`src/rtl/seq_normalizer_16.sv`:
```
// Sequential 16-bit normalizer: shifts an accepted value one bit per cycle toward
// bit 15 (Sel=0) or bit 0 (Sel=1) until the target bit is set, reporting the shift count.
module seq_normalizer_16 (
    input  logic        clk,
    input  logic        rst_n,
    input  logic [15:0] A,
    input  logic        Sel,
    input  logic        in_valid,
    output logic        in_ready,
    output logic [15:0] Y,
    output logic [3:0]  S,
    output logic        zero,
    output logic        out_valid,
    input  logic        out_ready
);

    // Handshake: a transfer happens on a rising edge where valid and ready are both 1;
    // the producer holds its data while valid is high, and ready never depends on valid.
    typedef enum logic [1:0] {
        IDLE  = 2'd0,
        SHIFT = 2'd1,
        DONE  = 2'd2
    } state_t;

    state_t      state;
    state_t      state_nxt;
    logic [15:0] work;
    logic        dir;
    logic [3:0]  count;
    logic        accept;
    logic        handoff;
    logic        target_bit;

    assign in_ready   = (state == IDLE);
    assign out_valid  = (state == DONE);
    assign accept     = in_valid & in_ready;
    assign handoff    = out_valid & out_ready;
    assign target_bit = dir ? work[0] : work[15];

    always_comb begin
        state_nxt = state;
        case (state)
            IDLE:    if (accept) state_nxt = SHIFT;
            SHIFT:   if ((work == 16'h0000) || target_bit) state_nxt = DONE;
            DONE:    if (handoff) state_nxt = IDLE;
            default: state_nxt = IDLE;
        endcase
    end

    always_ff @(posedge clk) begin
        if (!rst_n) begin
            state <= IDLE;
            work  <= 16'h0000;
            dir   <= 1'b0;
            count <= 4'h0;
            Y     <= 16'h0000;
            S     <= 4'h0;
            zero  <= 1'b0;
        end else begin
            state <= state_nxt;
            case (state)
                IDLE: begin
                    if (accept) begin
                        work  <= A;
                        dir   <= Sel;
                        count <= 4'h0;
                    end
                end
                SHIFT: begin
                    if (work == 16'h0000) begin
                        Y    <= 16'h0000;
                        S    <= 4'h0;
                        zero <= 1'b1;
                    end else if (target_bit) begin
                        Y    <= work;
                        S    <= count;
                        zero <= 1'b0;
                    end else begin
                        // A nonzero value reaches its target within 15 shifts, so count cannot wrap.
                        work  <= dir ? {1'b0, work[15:1]} : {work[14:0], 1'b0};
                        count <= count + 4'h1;
                    end
                end
                default: ;
            endcase
        end
    end

endmodule
```
`config.mk`:
```
export PLATFORM = sky130hd
export DESIGN_NAME = seq_normalizer_16
export DESIGN_NICKNAME = d
export VERILOG_FILES = /design/src/rtl/seq_normalizer_16.sv
export SDC_FILE = /design/constraint.sdc
export NUM_CORES = 1
export LEC_CHECK = 0
export CORE_MARGIN = 10
export CORE_UTILIZATION = 45
export DETAILED_ROUTE_END_ITERATION = 6
export HOLD_SLACK_MARGIN = 0.06
export PLACE_DENSITY = 0.7
export SYNTH_ARGS = -nofsm -noshare
export SYNTH_HDL_FRONTEND = slang
export SYNTH_SLANG_ARGS = --single-unit
```
`constraint.sdc`:
```
create_clock -name clk -period 2.5 [get_ports clk]
set_clock_uncertainty 0.15 [all_clocks]
set_input_delay 0.5 -clock clk [delete_from_list [all_inputs] [get_ports clk]]
set_output_delay 0.5 -clock clk [all_outputs]
set_load 0.05 [all_outputs]
```
==> impl_results.md, run 1 <==
* Most used standard cell by instance count after synthesis: sky130_fd_sc_hd__nand2_1
* CTS Root Cell: sky130_fd_sc_hd__clkbuf_8
* Top cell type's share of synthesized area at 0.399
* DRC violations left at 0
* Worst Tran Pin Value at around 690 ps
* Biggest fanout along the worst timing path at 11
* Number of hold buffers added after CTS at 0
* Sequential fraction of the synthesis area at 0.399
* Total number of placement rows at 25
* Leading area contributor after synthesis: sky130_fd_sc_hd__dfxtp_1
* CTS buffer count at 5
* Count of warnings emitted by yosys at 0
* Residual antenna-violating net count after detailed routing at 0
* Capture endpoint of the worst hold path: S[2]$_SDFFE_PN0P_
* Critical path class: register to output port
* Part of the cycle the worst path needs at 0.944
* # diodes at 0
* Worst min-delay path category: register to register
* Worst slew margin at 0.539
* Average wire per standard cell at between 10 and 15 um
* Biggest area contributors in the synthesized netlist: sky130_fd_sc_hd__dfxtp_1, sky130_fd_sc_hd__mux2i_1, sky130_fd_sc_hd__nand2_1, sky130_fd_sc_hd__o211ai_1, sky130_fd_sc_hd__nor4_4
* Clk sink count at 44
* Residual overflow from global routing at 0
* Status: completed
* RSZ-0062 raised after global routing: false
* Vias in the first global route at around 1800
* Area grow syn2layout at 26.7%
* Top_reg_cell synth: sky130_fd_sc_hd__dfxtp_1
* I/O pin count at 44
* Post-Syn Nets at 254
* Clock tree from TritonCTS: done
* Fin. max-slew vios at 0
* Min cycle time layout at 2360 ps
* Clock-pin transition on the worst setup and hold timing paths at about 80 ps
* Final Instance Count excl. Fillers at 343
* Final weighted congestion of routability-driven global placement at between 0.7 and 0.8
* Worst flop-to-flop path endpoint: work[3]$_SDFFE_PN0P_
* Detailed placer's ending HPWL at 3460 um
* Sum of internal, switching and leakage power at 1800 uW
* Worst endpoint required time at 1850 ps
* Power Density at 644 nW/um2
* Starting utilization of the core area at 0.465
* Maximum capacitance violations at 0
* Overall routed net length at 4940 um
* Worst vdd ir at 0.000297 V
* Clock insertion delay at the later pin of the skew report at approximately 300 ps
* Cts repair resizes at 0
* Area of the mapped netlist at 2210 um2
* Post-synthesis average cell area at between 9 and 10 um2
* Synth unique cells at 39
* Maximum clock frequency at 424 MHz
* CTS H-tree lvls at 2
* Synthesized flop and latch total at 44
* Buffers inserted by post-CTS timing repair at 0
* Launch point of the worst hold path: S[2]$_SDFFE_PN0P_
* Routed via count at ~1800
* Number of flops mapped to enable cells by yosys at 0
* Number of cells on the worst hold path at 2
* Number of iterations in the first detailed-routing pass at 4
* R2r worst-path depth at 4
* Final setup viols at 0
* Setup slack on the worst flop-to-flop path at 490 ps
* Data arrival, critical path at about 1700 ps
* Proportion of synthesized flip-flops having asynchronous set or reset at 0
* Worst setup SP type: register
* First-pass GRT wire length at 8380 um
* Floorplan die area at between 8000 and 9000 um2
* Initial drt markers at 83
* Number of nets in the layout at 297
* Antenna violations before repair at 0
* GRT Total Usage at 0.120
* Die outline width at 90.1 um
* Clock tree buffer depth at 2
* Largest net degree at the start of global routing at 55
* Kind of end point of the critical path: output port
* Placed Instances at 335
* Fraction of layout cells with a size suffix above 1 at 0.120
* Most numerous cell types in the synthesized netlist: sky130_fd_sc_hd__nand2_1, sky130_fd_sc_hd__mux2i_1, sky130_fd_sc_hd__dfxtp_1
* Die outline height at 90.1 um
* R2r startpoint: work[11]$_SDFFE_PN0P_
* Via density per instance at 5.18
* Hold Fails Final Rpt at 0
* Gate Count Post-Synth at roughly 230
* Total leakage power at ~0.001 uW
* Number of buffers inserted by port buffering at 43
* Standard cell core area at 4750 um2
* Fill cell count at 433
[stage by stage]
step                      instance area, um2  hold slack [ps]  utilization  setup slack [ps]  TNS [ps]
final                                   2800              308        0.589               139         0
after CTS                               2790              314        0.587               130         0
after global routing                    2800              325        0.589              78.8         0
after global placement                  2680              291        0.564             -9.54      -109
after floorplan                         2210              309            -               569         0
after detailed placement                2680              295        0.564            -0.258    -0.258
[worst max-delay path, stage by stage, from the launching register on]
cell and delay [ps]:
sky130_fd_sc_hd__dfxtp_1 420, sky130_fd_sc_hd__nor2_1 170, sky130_fd_sc_hd__clkdlybuf4s50_1 820
[kinds of logic after synthesis]
family | share of synthesized area
muxes | 0.223
adders and majority gates | 0.00566
DFF | 0.399
buffers and inverters | 0.0566
AOI/OAI and AO/OA | 0.118
and+or+nand+nor | 0.198
[registers in the layout, summed over array words and instances, names as in the netlist]
register  cells
work         16
dir           1
state         2
count         4
zero          1
Y            16
S             4
[metal layers]
metal | wire length [um] | track usage
met3 | 279 | 0.0399
met2 | 2150 | 0.188
met5 | 0 | 0
met1 | 2440 | 0.147
met4 | 67 | 0.0517
[placed cells by master (no fill, tap or decap), drive strengths merged]
cell type / n
nand4: 2
o211a: 1
a31o: 2
o31ai: 1
mux2i: 48
or2: 1
o22ai: 1
nand4b: 1
bufinv: 1
clkinvlp: 1
dfxtp: 44
o32ai: 1
nor2: 3
nand2: 54
nor4b: 1
buf: 13
and2: 1
ha: 1
nand2b: 3
clkinv: 1
clkdlybuf4s50: 41
nor2b: 3
nor4: 4
or3b: 1
a21o: 2
or3: 1
and3: 1
a21oi: 8
a32oi: 1
inv: 1
o21ai: 4
and4: 1
o211ai: 15
a21boi: 1
nand3: 6
clkbuf: 5
[final cells by class]
type	count	area, um2	share of cell area
Sequential cell	44	881	0.315
Multi-Input combinational cell	169	1210	0.434
Clock buffer	5	68.8	0.0246
Tap cell	67	83.8	0.0300
Inverter	1	3.75	0.00134
Timing Repair Buffer	54	505	0.181
Clock inverter	3	42.5	0.0152
[report_power, final]
part	internal (uW)	switching, uW
Clock	296	257
Combinational	197	230
Sequential	753	68.9
Total	1250	556
[worst max-delay path by stage]
stage               slack (ps)                    end                  start  cells after the start
CTS                        130               in_ready  state[0]$_SDFFE_PN0P_                      2
finish                     140               in_ready  state[0]$_SDFFE_PN0P_                      2
global placement           -10  count[3]$_SDFFE_PN0P_               in_valid                      4
global route                80               in_ready  state[0]$_SDFFE_PN0P_                      2
floorplan                  570              out_valid  state[1]$_SDFFE_PN0P_                      2
detailed placement        -0.3   work[3]$_SDFFE_PN0P_               in_valid                      4
Note: power is estimated with default switching activity, not from simulation.
==> run 2: changes to the inputs <==
--- a/config.mk
+++ b/config.mk
@@ -5,8 +5,9 @@
 export SDC_FILE = /design/constraint.sdc
 export NUM_CORES = 1
 export LEC_CHECK = 0
-export CORE_MARGIN = 10
+export CORE_MARGIN = 3
 export CORE_UTILIZATION = 45
+export CTS_CLUSTER_DIAMETER = 200
 export DETAILED_ROUTE_END_ITERATION = 6
 export HOLD_SLACK_MARGIN = 0.06
 export PLACE_DENSITY = 0.7
==> run 2 against run 1 <==
Effect of this change: first-iteration DRC count up 34%; register-to-register slack got worse by 40 ps; final area up 0.13%; combinational power about the same; highest routed layer unchanged; sequential share of layout area about the same; largest cell class unchanged.
==> impl_results.md, run 2 (same netlist as run 1, synthesis figures left out) <==
* Status: completed
* Commonest cells after routing, fill and taps aside: sky130_fd_sc_hd__nand2_1, sky130_fd_sc_hd__mux2i_1, sky130_fd_sc_hd__dfxtp_1, sky130_fd_sc_hd__clkdlybuf4s50_1, sky130_fd_sc_hd__o211ai_1
* Residual overflow from global routing at 0
* Worst flop-to-flop path endpoint: work[12]$_SDFFE_PN0P_
* Via density per instance at 5.29
* Hold Fails Final Rpt at 0
* Fin. max-slew vios at 0
* Floorplan die area at 5790 um2
* Maximum capacitance violations at 0
* Worst vdd ir at 0.000387 V
* R2r startpoint: work[10]$_SDFFE_PN0P_
* Number of hold buffers added after CTS at 0
* Min cycle time layout at 2330 ps
* Sum of internal, switching and leakage power at 1780 uW
* Biggest registers after layout: Y: 16 flops, work: 16 flops
* Detailed placer's ending HPWL at 3200 um
* DRC violations left at 0
* Worst endpoint required time at 1850 ps
* Portion of total power attributed to the clock network at 0.300
* Data arrival, critical path at 1680 ps
* Flop pwr share at 0.461
* Average wire per standard cell at 13.5 um
* First-pass GRT wire length at 8180 um
* Power Density at 636 nW/um2
* Setup slack on the worst flop-to-flop path at roughly 450 ps
* Number of iterations in the first detailed-routing pass at 4
* Worst min-delay path category: register to register
* Maximum clock frequency at 429 MHz
* # diodes at 0
* I/O pin count at 44
* Internal power of the cells at approximately 1200 uW
* Area grow syn2layout at 26.8%
* Worst Tran Pin Value at 733 ps
* Critical path class: register to output port
* CTS buffer count at 5
* Die outline height at between 70 and 80 um
* Routed via count at 1797
* Clock-pin transition on the worst setup and hold timing paths at approximately 80 ps
* Setup WS pre-CTS at -15.6 ps
* Clock tree buffer depth at 2
* Vias in the first global route at 1761
* Clock insertion delay at the later pin of the skew report at 290 ps
* Worst slew margin at 0.510
* Start point of the critical path: state[0]$_SDFFE_PN0P_
* GRT Total Usage at 0.169
* R2r worst-path depth at 4
* Number of nets in the layout at ~300
* Sw power at 535 uW
* Buffers inserted by post-CTS timing repair at 0
* Antenna violations before repair at 0
* Total leakage power at between 0.001 and 0.0015 uW
* Residual antenna-violating net count after detailed routing at 0
* CTS H-tree lvls at 2
* Combinational share of power at 0.239
* Standard cell core area at between 4000 and 5000 um2
* Final weighted congestion of routability-driven global placement at 0.834
* Capture point of the critical path: in_ready
* RSZ-0062 raised after global routing: false
* Clk sink count at between 40 and 50
* Part of the cycle the worst path needs at 0.933
* Biggest fanout along the worst timing path at 11
* Final worst-path setup slack at ~170 ps
* Starting utilization of the core area at 0.487
* Overall routed net length at around 4600 um
* Final setup viols at 0
* Kind of end point of the critical path: output port
* Most common library cell in the layout ignoring fill and taps: sky130_fd_sc_hd__nand2_1
* Largest net degree at the start of global routing at 46
* Worst setup SP type: register
* Number of buffers inserted by port buffering at 43
* Net switching share of the total power at 0.300
* Initial drt markers at 111
* Total number of placement rows at 24
* CTS Root Cell: sky130_fd_sc_hd__clkbuf_8
* Die outline width at 76.1 um
* Fraction of layout cells with a size suffix above 1 at 0.109
* Clock tree from TritonCTS: done
run 2: changes by cell type in the layout (fill, tap and decap cells not counted), sizes merged:
cell          change
clkinvlp          -1
clkbuf            +1
buf               -2
dlymetal6s2s      +1
run 2: critical path: stages, from the launching register on:
cell and delay [ps]:
sky130_fd_sc_hd__dfxtp_1 410, sky130_fd_sc_hd__nor2_1 160, sky130_fd_sc_hd__clkdlybuf4s50_1 820
run 2: repair_timing:
| action | in CTS | in global routing |
|---|---|---|
| endpoints found under the setup margin | 0 | 17 |
| gates resized for setup | 0 | 2 |
| endpoints found under the hold margin | 0 | 0 |
run 2: worst min path at each step:
stage                          startpoint           endpoint  slack, ps  cells past startpoint
finish                  S[2]$_SDFFE_PN0P_  S[2]$_SDFFE_PN0P_        310                      2
global route            S[2]$_SDFFE_PN0P_  S[2]$_SDFFE_PN0P_        320                      2
CTS                     S[2]$_SDFFE_PN0P_  S[2]$_SDFFE_PN0P_        310                      2
detailed placement      Y[9]$_SDFFE_PN0P_  Y[9]$_SDFFE_PN0P_        300                      2
global placement        S[2]$_SDFFE_PN0P_  S[2]$_SDFFE_PN0P_        290                      2
floorplan           count[3]$_SDFFE_PN0P_  S[3]$_SDFFE_PN0P_        310                      2
run 2: layout make-up:
type | instances | area, um2
sequential | 44 | 881
multi-input combinational | 169 | 1210
clock inverter | 2 | 35.0
timing repair buffer | 53 | 515
inverter | 1 | 3.75
fill | 405 | 1730
clock buffer | 6 | 72.6
tap | 65 | 81.3
run 2: metal layers:
layer,vias to the layer above,part of all wire,GRT usage,wire [um]
met3,6,0.047,0.0449,215
met4,0,0.012,0.0543,55
met5,-,0,0,0
li1,910,-,-,-
met1,838,0.49,0.225,2230
met2,43,0.46,0.266,2090
run 2: power groups by stage:
stage | Sequential [uW] | Clock [uW] | Combinational (uW)
after global placement | 837 | 0 | 421
after CTS | 822 | 554 | 427
after floorplan | 840 | 0 | 317
after global routing | 831 | 583 | 469
final | 822 | 535 | 426
after detailed placement | 838 | 0 | 425
run 2: through the flow:
step	instance area [um2]	util	hold WS [ps]	cells	TNS, ps
floorplan	2210	-	309	232	0
global placement	2690	0.592	294	332	0
detailed placement	2690	0.592	298	332	-29.1
CTS	2790	0.616	313	340	0
global route	2800	0.618	324	340	0
finish	2800	0.618	309	340	0
==> run 3: changes to the inputs <==
--- a/config.mk
+++ b/config.mk
@@ -5,12 +5,14 @@
 export SDC_FILE = /design/constraint.sdc
 export NUM_CORES = 1
 export LEC_CHECK = 0
+export CELL_PAD_IN_SITES_DETAIL_PLACEMENT = 1
+export CELL_PAD_IN_SITES_GLOBAL_PLACEMENT = 2
 export CORE_MARGIN = 3
-export CORE_UTILIZATION = 45
+export CORE_UTILIZATION = 31
 export CTS_CLUSTER_DIAMETER = 200
 export DETAILED_ROUTE_END_ITERATION = 6
 export HOLD_SLACK_MARGIN = 0.06
-export PLACE_DENSITY = 0.7
+export PLACE_DENSITY = 0.77
 export SYNTH_ARGS = -nofsm -noshare
 export SYNTH_HDL_FRONTEND = slang
 export SYNTH_SLANG_ARGS = --single-unit
==> constraint.sdc (replaced) <==
create_clock -name clk -period 2.5 [get_ports clk]
set_clock_uncertainty 0.15 [all_clocks]
set_input_delay 0.75 -clock clk [delete_from_list [all_inputs] [get_ports clk]]
set_output_delay 0.75 -clock clk [all_outputs]
set_load 0.05 [all_outputs]
==> run 3 against run 2 <==
Effect of this change: clock-buffer cell count unchanged; combinational power increased by 4%; via count increased by 0.89%; critical path depth decreased by 1; clock power increased by 3%; hold slack improved by 2.8 ps; sequential share of layout area decreased by 0.54 points; cell count increased by 9.1%; critical endpoint is now S[0].
==> impl_results.md, run 3 (same netlist as run 1, synthesis figures left out) <==
* Largest net degree at the start of global routing at 32
* I/O pin count at 44
* Setup WS pre-CTS at 106 ps
* Crit-path leading delay family: buffers and inverters
* Launch point of the worst hold path: S[2]$_SDFFE_PN0P_
* Number of buffers inserted by port buffering at 43
* Maximum clock frequency at 425 MHz
* Sum of met2 wire segment lengths after detailed routing at 2470 um
* Slowest library cell on the worst path: sky130_fd_sc_hd__clkdlybuf4s50_1
* Worst hold margin at about 310 ps
* Total leakage power at 0.00100 uW
* Residual antenna-violating net count after detailed routing at 0
* Routed via count at 1813
* Most common library cell in the layout ignoring fill and taps: sky130_fd_sc_hd__nand2_1
* Met1 Wirelength at 2760 um
* Worst setup SP type: register
* Highest cell delay on the worst timing path at 810 ps
* Worst slew margin at 0.666
* Final setup viols at 0
* Via density per instance at around 5
* Status: completed
* Cells traversed along the worst timing path: clkdlybuf4s50_1
* Part of the cycle the worst path needs at 0.940
* Biggest registers after layout: Y: 16 flops, work: 16 flops
* First-pass GRT wire length at approximately 9500 um
* Overall routed net length at 5490 um
* Commonest cells after routing, fill and taps aside: sky130_fd_sc_hd__nand2_1, sky130_fd_sc_hd__mux2i_1, sky130_fd_sc_hd__dfxtp_1, sky130_fd_sc_hd__clkdlybuf4s50_1, sky130_fd_sc_hd__o211ai_1
* Worst Tran Pin Value at 500 ps
* Min cycle time layout at 2350 ps
* GRT Total Usage at 0.140
* Clock tree from TritonCTS: done
* Final design area excluding fillers at approximately 2900 um2
* R2r startpoint: work[10]$_SDFFE_PN0P_
* CTS Root Cell: sky130_fd_sc_hd__clkbuf_8
* Maximum capacitance violations at 0
* Initial drt markers at 22
* Clk sink count at 44
* Die outline width at 90.4 um
* Worst endpoint required time at around 1600 ps
* Worst min-delay path category: register to register
* CTS buffer count at 5
* Detailed placer's ending HPWL at 3880 um
* Final worst-path setup slack at around 150 ps
* Residual overflow from global routing at 0
* Data arrival, critical path at 1450 ps
* Buffers inserted by post-CTS timing repair at 0
* CTS H-tree lvls at 2
* Total number of placement rows at 30
* Cts repair resizes at 0
* Wire length on met3 at approximately 180 um
* Fin. max-slew vios at 0
* Number of nets in the layout at 296
* Number of iterations in the first detailed-routing pass at 4
* Start point of the critical path: S[0]$_SDFFE_PN0P_
* Clock-pin transition on the worst setup and hold timing paths at ~90 ps
* Standard cell core area at 6870 um2
* Worst vdd ir at 0.000221 V
* Critical path buffers and inverters at 1
* Clock tree buffer depth at 2
* Post-placement cell area at around 2700 um2
* Floorplan die area at 8180 um2
* # diodes at 0
* Average wire per standard cell at 14.8 um
* Highest layer used for signal routing: met4
* Antenna violations before repair at 0
* Kind of end point of the critical path: output port
* Die outline height at 90.4 um
* Final weighted congestion of routability-driven global placement at roughly 0.8
* RSZ-0062 raised after global routing: false
* Critical path class: register to output port
* Biggest fanout along the worst timing path at 2
* Power Density at between 600 and 700 nW/um2
* Vias in the first global route at 1882
* Starting utilization of the core area at 0.322
* Fraction of layout cells with a size suffix above 1 at 0.116
* Hold Fails Final Rpt at 0
* DRC violations left at 0
* Area grow syn2layout at 29.0%
* Clock insertion delay at the later pin of the skew report at 300 ps
* Setup TNS after final layout at 0 ps
* Number of hold buffers added after CTS at 0
## run 3: cell types whose count changed in the layout (fill, tap and decap cells not counted), sizes merged
cell           before  now
clkdlybuf4s50      41   40
dlymetal6s2s        1    0
buf                11   13
## run 3: stage by stage
stage / util / total power, uW / std cells
CTS: 0.415 / 1850 / 371
global route: 0.415 / 1920 / 371
global placement: 0.399 / 1290 / 363
finish: 0.415 / 1820 / 371
floorplan: - / 1160 / 232
detailed placement: 0.399 / 1290 / 363
## run 3: final timing paths
kind                         to  slack (ps)  depth (start not counted)
max                        S[0]         150                          1
min reg2reg   S[2]$_SDFFE_PN0P_         310                          2
max reg2reg  Y[13]$_SDFFE_PN0P_         360                          5
min           S[2]$_SDFFE_PN0P_         310                          2
## run 3: area by class of cell
class	count	area, um2
inverter	1	3.75
timing repair buffer	53	533
fill	798	4020
tap	96	120
multi-input combinational	169	1210
clock buffer	6	72.6
clock inverter	2	35.0
sequential	44	881
## run 3: layer usage
metal | global-route usage | vias to the layer above
met3 | 0.0300 | 5
met1 | 0.188 | 864
li1 | - | 911
met2 | 0.226 | 33
met5 | 0 | -
met4 | 0.0421 | 0
## run 3: power breakdown
part	switching, uW	leakage, uW	internal, uW	total [uW]
registers	75.8	0.000358	753	829
clock network	255	0.0000552	297	552
logic	234	0.000590	209	442
## run 3: tightest hold or removal path: stages, from the launching register on
cell and delay (ps):
sky130_fd_sc_hd__dfxtp_1 320, sky130_fd_sc_hd__nand2_1 50, sky130_fd_sc_hd__mux2i_1 50
